$ cat src/rtl/mask_row_assembler.sv
// Rebuilds full pixel-mask rows from 20-bit serializer words and hands them to
// the row driver through a single output register with a valid/ack handshake.
module mask_row_assembler #(
  parameter int IP_CHANNEL_WIDTH = 20,
  parameter int OP_ROW_WIDTH     = 1080,
  parameter int stepSel0         = 16,
  parameter int stepSel1         = 32,
  parameter int stepSel2         = 54
) (
  input  logic                        clk,
  input  logic                        rst_n,
  input  logic                        start,
  input  logic [1:0]                  imageResolution,
  input  logic [10:0]                 frame_rows,
  input  logic [IP_CHANNEL_WIDTH-1:0] DIN,
  output logic                        next,
  output logic [0:OP_ROW_WIDTH-1]     row_out,
  output logic                        row_valid,
  output logic [10:0]                 row_idx,
  input  logic                        row_ack,
  output logic                        busy,
  output logic                        frame_done
);

  localparam int MAX_STEPS = OP_ROW_WIDTH / IP_CHANNEL_WIDTH;
  localparam int CNT_W     = $clog2(MAX_STEPS + 1);

  typedef enum logic [2:0] {
    S_IDLE,
    S_FETCH,
    S_LAST,
    S_XFER,
    S_TAIL
  } state_t;

  state_t                    r_state;
  state_t                    w_state_nxt;
  logic [CNT_W-1:0]          r_steps;
  logic [CNT_W-1:0]          r_req_cnt;
  logic [CNT_W-1:0]          r_cap_cnt;
  logic [10:0]               r_frame_rows;
  logic [10:0]               r_rows_done;
  logic                      r_cap_en;
  logic                      r_row_valid;
  logic [10:0]               r_row_idx;
  logic                      r_busy;
  logic                      r_frame_done;
  logic [0:OP_ROW_WIDTH-1]   r_asm;
  logic [0:OP_ROW_WIDTH-1]   r_row_out;

  logic [CNT_W-1:0]          w_steps_sel;
  logic [CNT_W-1:0]          w_last_step;
  logic [10:0]               w_rows_inc;
  logic                      w_start_ok;
  logic                      w_load;
  logic                      w_ack;
  logic                      w_more_rows;
  logic                      w_next;

  always_comb begin
    w_steps_sel = CNT_W'(stepSel2);
    case (imageResolution)
      2'b00:   w_steps_sel = CNT_W'(stepSel0);
      2'b01:   w_steps_sel = CNT_W'(stepSel1);
      default: w_steps_sel = CNT_W'(stepSel2);
    endcase
  end

  assign w_last_step = r_steps - CNT_W'(1);
  assign w_rows_inc  = r_rows_done + 11'd1;
  assign w_start_ok  = (r_state == S_IDLE) && start && (frame_rows != 11'd0);
  // The output register is free when empty or being drained this very cycle.
  assign w_load      = (r_state == S_XFER) && (!r_row_valid || row_ack);
  assign w_ack       = r_row_valid && row_ack;
  assign w_more_rows = (w_rows_inc < r_frame_rows);
  assign w_next      = (r_state == S_FETCH);

  always_comb begin
    w_state_nxt = r_state;
    case (r_state)
      S_IDLE:  if (w_start_ok) w_state_nxt = S_FETCH;
      S_FETCH: if (r_req_cnt == w_last_step) w_state_nxt = S_LAST;
      S_LAST:  w_state_nxt = S_XFER;
      S_XFER:  if (w_load) w_state_nxt = w_more_rows ? S_FETCH : S_TAIL;
      S_TAIL:  if (w_ack) w_state_nxt = S_IDLE;
      default: w_state_nxt = S_IDLE;
    endcase
  end

  always_ff @(posedge clk) begin
    if (!rst_n) begin
      r_state      <= S_IDLE;
      r_steps      <= '0;
      r_req_cnt    <= '0;
      r_cap_cnt    <= '0;
      r_frame_rows <= '0;
      r_rows_done  <= '0;
      r_cap_en     <= 1'b0;
      r_row_valid  <= 1'b0;
      r_row_idx    <= '0;
      r_busy       <= 1'b0;
      r_frame_done <= 1'b0;
      r_row_out    <= '0;
    end else begin
      r_state      <= w_state_nxt;
      r_cap_en     <= w_next;
      r_frame_done <= 1'b0;
      if (w_start_ok) begin
        r_steps      <= w_steps_sel;
        r_frame_rows <= frame_rows;
        r_req_cnt    <= '0;
        r_cap_cnt    <= '0;
        r_rows_done  <= '0;
        r_busy       <= 1'b1;
      end
      if (r_state == S_FETCH)
        r_req_cnt <= (r_req_cnt == w_last_step) ? '0 : r_req_cnt + CNT_W'(1);
      // Capture index saturates so the final word lands in the last slot.
      if (r_cap_en && (r_cap_cnt != w_last_step))
        r_cap_cnt <= r_cap_cnt + CNT_W'(1);
      if (w_load) begin
        r_row_out   <= r_asm;
        r_row_valid <= 1'b1;
        r_row_idx   <= r_rows_done;
        r_rows_done <= w_rows_inc;
        if (w_more_rows) r_cap_cnt <= '0;
      end else if (w_ack) begin
        r_row_valid <= 1'b0;
      end
      if ((r_state == S_TAIL) && w_ack) begin
        r_frame_done <= 1'b1;
        r_busy       <= 1'b0;
      end
    end
  end

  // Assembly register: word MSB lands on the lowest pixel of its chunk.
  always_ff @(posedge clk) begin
    if (w_start_ok || (w_load && w_more_rows)) begin
      r_asm <= '0;
    end else if (r_cap_en) begin
      for (int k = 0; k < MAX_STEPS; k++) begin
        if (r_cap_cnt == CNT_W'(k))
          r_asm[k*IP_CHANNEL_WIDTH +: IP_CHANNEL_WIDTH] <= DIN;
      end
    end
  end

  assign next       = w_next;
  assign row_out    = r_row_out;
  assign row_valid  = r_row_valid;
  assign row_idx    = r_row_idx;
  assign busy       = r_busy;
  assign frame_done = r_frame_done;

endmodule
$ cat config.mk
export PLATFORM = sky130hd
export DESIGN_NAME = mask_row_assembler
export DESIGN_NICKNAME = d
export VERILOG_FILES = /design/src/rtl/mask_row_assembler.sv
export SDC_FILE = /design/constraint.sdc
export NUM_CORES = 2
export LEC_CHECK = 0
export CORE_MARGIN = 3
export CORE_UTILIZATION = 25
export DETAILED_ROUTE_END_ITERATION = 7
export GPL_TIMING_DRIVEN = 0
export PLACE_DENSITY = 0.42
export RECOVER_POWER = 50
export SKIP_LAST_GASP = 1
export SLEW_MARGIN = 20
export SYNTH_ARGS = -nofsm -noshare
export SYNTH_HDL_FRONTEND = slang
export SYNTH_SLANG_ARGS = --single-unit
$ cat constraint.sdc
create_clock -name clk -period 4.2 [get_ports clk]
set_clock_uncertainty 0.15 [all_clocks]
set_input_delay 0.84 -clock clk [delete_from_list [all_inputs] [get_ports clk]]
set_output_delay 0.84 -clock clk [all_outputs]
set_load 0.1 [all_outputs]
After elaboration in Yosys (flattened, before gate mapping)

Index checks and enable logic that the tools add are counted.

Word-level logic and storage cells: 228
Register bits: 2218
Output and inout port bits: 1095
Input port bits: 37

Bitwise logic cells: 1
Add/subtract/negate cells: 4
Reduce and logical (&&, ||, !) cells: 73
Equality and inequality tests: 64
Muxes and demuxes: 19
Magnitude comparators: 1

Operator list:

| cell                                                                  | number |
|---|---|
| 6-bit equality test, second input constant                            | 22 |
| 2-bit AND reduction                                                   | 54 |
| 6-bit by 5-bit equality test with 1-bit output, second input constant | 16 |
| 6-bit by 4-bit equality test with 1-bit output, second input constant | 8 |
| 6-bit two-way mux                                                     | 7 |
| 6-bit by 3-bit equality test with 1-bit output, second input constant | 4 |
| 11-bit two-way mux                                                    | 2 |
| 3-bit two-way mux                                                     | 5 |
| 3-bit case mux with 5 select lines                                    | 1 |
| 6-bit by 1-bit adder with 6-bit output, second input constant         | 2 |
| 6-bit by 2-bit equality test with 1-bit output, second input constant | 2 |
| 6-bit case mux with 2 select lines                                    | 1 |
| 11-bit by 1-bit adder with 11-bit output, second input constant       | 1 |
| 11-bit < comparator                                                   | 1 |
| 11-bit nonzero test                                                   | 1 |
| 1-bit logical AND                                                     | 7 |
| 3-bit by 2-bit equality test with 1-bit output, second input constant | 2 |
| 6-bit by 1-bit equality test with 1-bit output, second input constant | 1 |
| 6-bit equality test                                                   | 1 |
| 6-bit logical NOT                                                     | 1 |
| 2-bit != test, second input constant                                  | 3 |
| 6-bit != test                                                         | 1 |
| 2-bit nonzero test                                                    | 3 |
| 6-bit by 1-bit subtractor with 6-bit output, second input constant    | 1 |
| 12 further kinds                                                      | 15 |

Longest topological paths before layout

Depth after elaboration: 7
Depth in mapped cells: 14
Depth with buffers taken out: 10

Worst setup path after synthesis

OpenSTA, ideal clock, no wires.

Path type: register -> register
Start: register r_state[0]
End: register r_req_cnt[3]
Clock period less this slack: 4.568 ns
Setup time: 0.104 ns
Path buffers: 0
Arrival: 4.314 ns
Required time: 3.946 ns
Setup slack: -0.368 ns
Cell stages (with the launch flop): 4
Cells stage by stage: dfxtp_1 > nor3b_1 > o311ai_0 > o31ai_1

Elaborated cells on any way between the ends: 6
Classes of those cells: 1 x eq/ne; 1 x mux; 4 x reduce/logical

RTL lines:

| what                                                           | RTL line | text |
|---|---|---|
| start, declared                                                | 36       | `state_t r_state;` |
| start signal, assigned                                         | 105      | `r_state <= w_state_nxt;` |
| 3-bit by 1-bit equality test with 1-bit output (*)             | --       |  |
| named net next                                                 | 16       | `output logic next,` |
| 6-bit two-way mux / 2-bit nonzero test (equally long branches) | --       |  |
| end signal, assigned                                           | 117      | `r_req_cnt <= (r_req_cnt == w_last_step) ? '0 : r_req_cnt + CNT_W'(1);` |
| end, declared                                                  | 39       | `logic [CNT_W-1:0] r_req_cnt;` |

The timed path passes the listed nets; every way through them passes the cells marked *.
A chain may end at the register's enable or synchronous reset.

Worst setup path after layout

Start: register r_rows_done[0]
End: register r_asm[79] (netlist bit)

Word-level cells in the longest chain between the ends: 4

Ends and longest elaborated chain:

| what                                     | RTL line | text |
|---|---|---|
| start, declared                          | 42       | `logic [10:0] r_rows_done;` |
| start signal, assigned                   | 125      | `r_rows_done <= w_rows_inc;` |
| 11-bit by 1-bit adder with 11-bit output | 70       | `assign w_rows_inc = r_rows_done + 11'd1;` |
| 11-bit < comparator                      | 75       | `assign w_more_rows = (w_rows_inc < r_frame_rows);` |
| 1-bit logical AND                        | 139      | `if (w_start_ok \|\| (w_load && w_more_rows)) begin` |
| 1-bit logical OR                         | 139      |  |
| end signal, assigned                     | 140      | `r_asm <= '0;` |
| end signal, assigned by index            | 144      | `r_asm[k*IP_CHANNEL_WIDTH +: IP_CHANNEL_WIDTH] <= DIN;` |
| end, declared                            | 48       | `logic [0:OP_ROW_WIDTH-1] r_asm;` |

No other way between the ends.

==> metrics.cfg <==
[outcome]
outcome = finished with violations
failed_checks = capacitance limit, slew limit

[setup_path]
critPathLaunchType = register
cp_slowest_stage_delay_ns = 0.54
crit_fanout = 10
critPathSlowestCell = a2111o_1
crit_arrival_ns = 4.58
cp.required_ns = 4.81
path_class = reg -> reg
crit_top_cell = nor2_1
crit_path_end_kind = register
r2r_cells = 13
cp_cell_sequence = ha_2 > nand4_1 > nor2_1 > xor2_1 > ha_1 > nand4_1 > nor2_1 > a2111o_1 > nand2_8 > buf_4 > buf_6 > buf_4 > nor2_1

[die]
start_util_pct = 25.2
die_x_um = 564
die-area_mm2 = 0.318
rows = 204
coreArea_mm2 = 0.309
die_h_um = 564
io-pin-count = 1132

[placed_design]
placedCellCount = 14000
routabilityCongestion = 0.835
dp_hpwl_mm = 278
placed_cell_area_mm2 = 0.0944
port_buffers = 1111

[logic_synthesis]
synth_cell_types = 47
netlist_instances = 8718
ys_seq_area_share_pct = 57.0
netlist.area_leader.share_pct = 57.0
async_reset_ff_share_pct = 0
synth_seq_cells = 2215
synthTopCellsByArea = dfxtp_1 (57%), mux2i_1 (14%), nand2_1 (11%)
syn_area_per_cell_um2 = 8.93
synthesis.nets = 8772
yosysWarnings = 0
synthesis.area_mm2 = 0.0778
ys.flop_type = dfxtp_1
synth_top_cell_by_area = dfxtp_1
synth_edf_count = 0

[detailed_routing]
firstDrtPassIters = 8
first_iter_violations = 4172
postRouteAntennaNets = 0
avgRoutedWirePerCell_um = 25.7
drc = 0
drt-vias-per-instance = 4.51
vias = 65100
wl_mm = 371

[sta]
finalCritPeriodShare_pct = 94.5
tightestPinTransition_ns = 1.62
fin_hold_ws_ns = 0.273
max_freq_mhz = 252
grt_setup_unrepaired = no
slew_violations = 16
slew_headroom_pct = -7.36
setup_violations = 0
final.min_clock_period_ns = 3.97
hold_violations = 0

[cts]
cts_buffers = 264
clk_latency_ns = 0.88
clk_pin_slew_ns = 0.06
cts_sinks = 2215
cts-hold-fix-buffers = 0
clockBufferDepth = 4
tritoncts = yes
htree_levels = 5
post_cts.repair.setup_buffers = 0
root_buffer = clkbuf_16

[pwr]
cellPowerDensity_mw_per_mm2 = 445
power.leakage_nw = 40.2
irDropWorstVdd_uv = 252

[layout]
stdcell_count = 14500
drive_gt1_share_pct = 7.36
utilization_pct = 33.3
design_area_mm2 = 0.103
num-nets-final = 10200
n_fill_cell = 32200
syn2layout_area_growth_pct = 32.4

[grt]
grt-ovfl-total = 0
track_usage_pct = 22.4
grt_pass1_wl_mm = 505
antenna_found_initial = 51
first_global_vias = 63500
grt_start_max_net_pins = 14

[hold_path]
min_path_cells = 3
hp-class = in -> reg

[flow_run]
drv_cap = 22

synthesized netlist by cell type (2+ instances only):
master and n:
or2_2 2, dfxtp_1 2215, xor2_1 9, or3_1 7
mux2i_1 1083, buf_2 186, a211oi_1 3, nand3_1 11
nand2_1 2255, a31oi_1 2, clkbuf_1 473, and3b_1 3
or4_1 3, inv_1 16, a21oi_1 1130, and3_1 4
nor3_1 4, a2111oi_0 2, and2_1 12, nor2_1 1148
buf_4 21, buf_1 48, nand3b_1 2, o31ai_1 3
o21ai_0 14, nand4_1 5, nand2b_1 2, nor3b_1 4
a21o_1 3, nor2b_1 8, xnor2_1 7, buf_6 2
ha_1 17
logic make-up (layout without fill, tap and decap cells):
logic type               after synthesis  count (layout)  synth area share [%]
adder cells (fa/ha/maj)               17              17                 0.273
other                                  0              24                     0
flip-flops                          2215            2215                  57.0
buffers and inverters                747            2341                  4.02
AO/OA/AOI/OAI                       1165            1165                  7.59
multiplexers                        1083            1083                  13.9
XOR/XNOR                              16              16                 0.180
AND/OR/NAND/NOR                     3475            3475                  17.0
critical path: cells and delay by family, from the launching register on:
kind | cells | cell delay, ns
and+or+nand+nor | 6 | 0.93
buffers and inverters | 3 | 0.80
adders and majority gates | 2 | 0.63
AOI/OAI and AO/OA | 1 | 0.54
DFF | 1 | 0.51
xor gates and xnor gates | 1 | 0.26
what timing repair did:
action                                   CTS  global route
cloned                                     0             0
gates resized for setup                    9             5
endpoints found under the setup margin  1080           379
through the flow:
stage               setup TNS [ns]  setup slack, ns  total power [mW]
global placement          -2084.89            -1.79              23.1
CTS                              0           0.0115              46.5
floorplan                        0             1.12              22.2
finish                           0            0.230              45.8
global route                     0           0.0333              47.3
detailed placement         -375.84           -0.579              23.1
registers in the layout (all words and copies together), names as in the netlist:
register,cells
r_req_cnt,6
r_frame_rows,11
row_idx,11
r_asm,1080
row_out,1080
busy,1
r_rows_done,11
r_steps,3
r_cap_cnt,6
frame_done,1
r_cap_en,1
row_valid,1
r_state,3
power by group:
| group | leakage (nW) | switching, mW | internal [mW] |
|---|---|---|---|
| Combinational | 18.1 | 1.27 | 0.277 |
| Clock | 4.26 | 9.61 | 13.6 |
| Sequential | 17.8 | 0.0294 | 21.1 |
metal layers:
| layer | GRT usage (%) | up-vias | routed length, um | share of wire (%) |
|---|---|---|---|---|
| met2 | 36.4 | 1924 | 169000 | 45 |
| met1 | 30.0 | 31500 | 168000 | 45 |
| li1 | - | 31200 | - | - |
| met5 | 0 | - | 62 | 0.017 |
| met4 | 5.98 | 10 | 10900 | 2.9 |
| met3 | 4.53 | 455 | 23500 | 6.3 |
cells in the final DEF, fill, tap and decap left out, types with 10 or more instances in the layout:
master / count
a21oi_1: 1130
and2_1: 11
buf_1: 25
buf_12: 15
buf_2: 194
buf_4: 30
bufinv_16: 13
clkbuf_1: 522
clkbuf_16: 265
clkbuf_2: 100
clkbuf_8: 60
clkdlybuf4s50_1: 204
clkinv_2: 27
dfxtp_1: 2215
diode_2: 24
dlygate4sd3_1: 821
ha_1: 16
inv_1: 17
inv_6: 10
mux2i_1: 1083
nand2_1: 2255
nand3_1: 11
nor2_1: 1148
o21ai_0: 14
final cells by class:
type                            count  area [um^2]  area share (%)
Tap cell                         4120         5150            5.00
Antenna cell                       24         60.1          0.0583
Sequential cell                  2215        44300            43.0
Inverter                           17         63.8          0.0619
Clock buffer                      384         7680            7.45
Multi-Input combinational cell   5756        30300            29.5
Timing Repair Buffer             1135        11100            10.8
Clock inverter                     76         1030            1.00
Buffer                            729         3230            3.14
path summary, 6_finish.rpt:
kind                            slack, ns      endpoint           start
worst max-delay path                 0.23     r_asm[79]  r_rows_done[0]
worst min-delay path                 0.27   r_asm[1072]          DIN[7]
worst max register to register       0.23     r_asm[79]  r_rows_done[0]
worst min register to register       0.29  row_out[431]      r_asm[431]
Power figures use the tool's default switching activity.
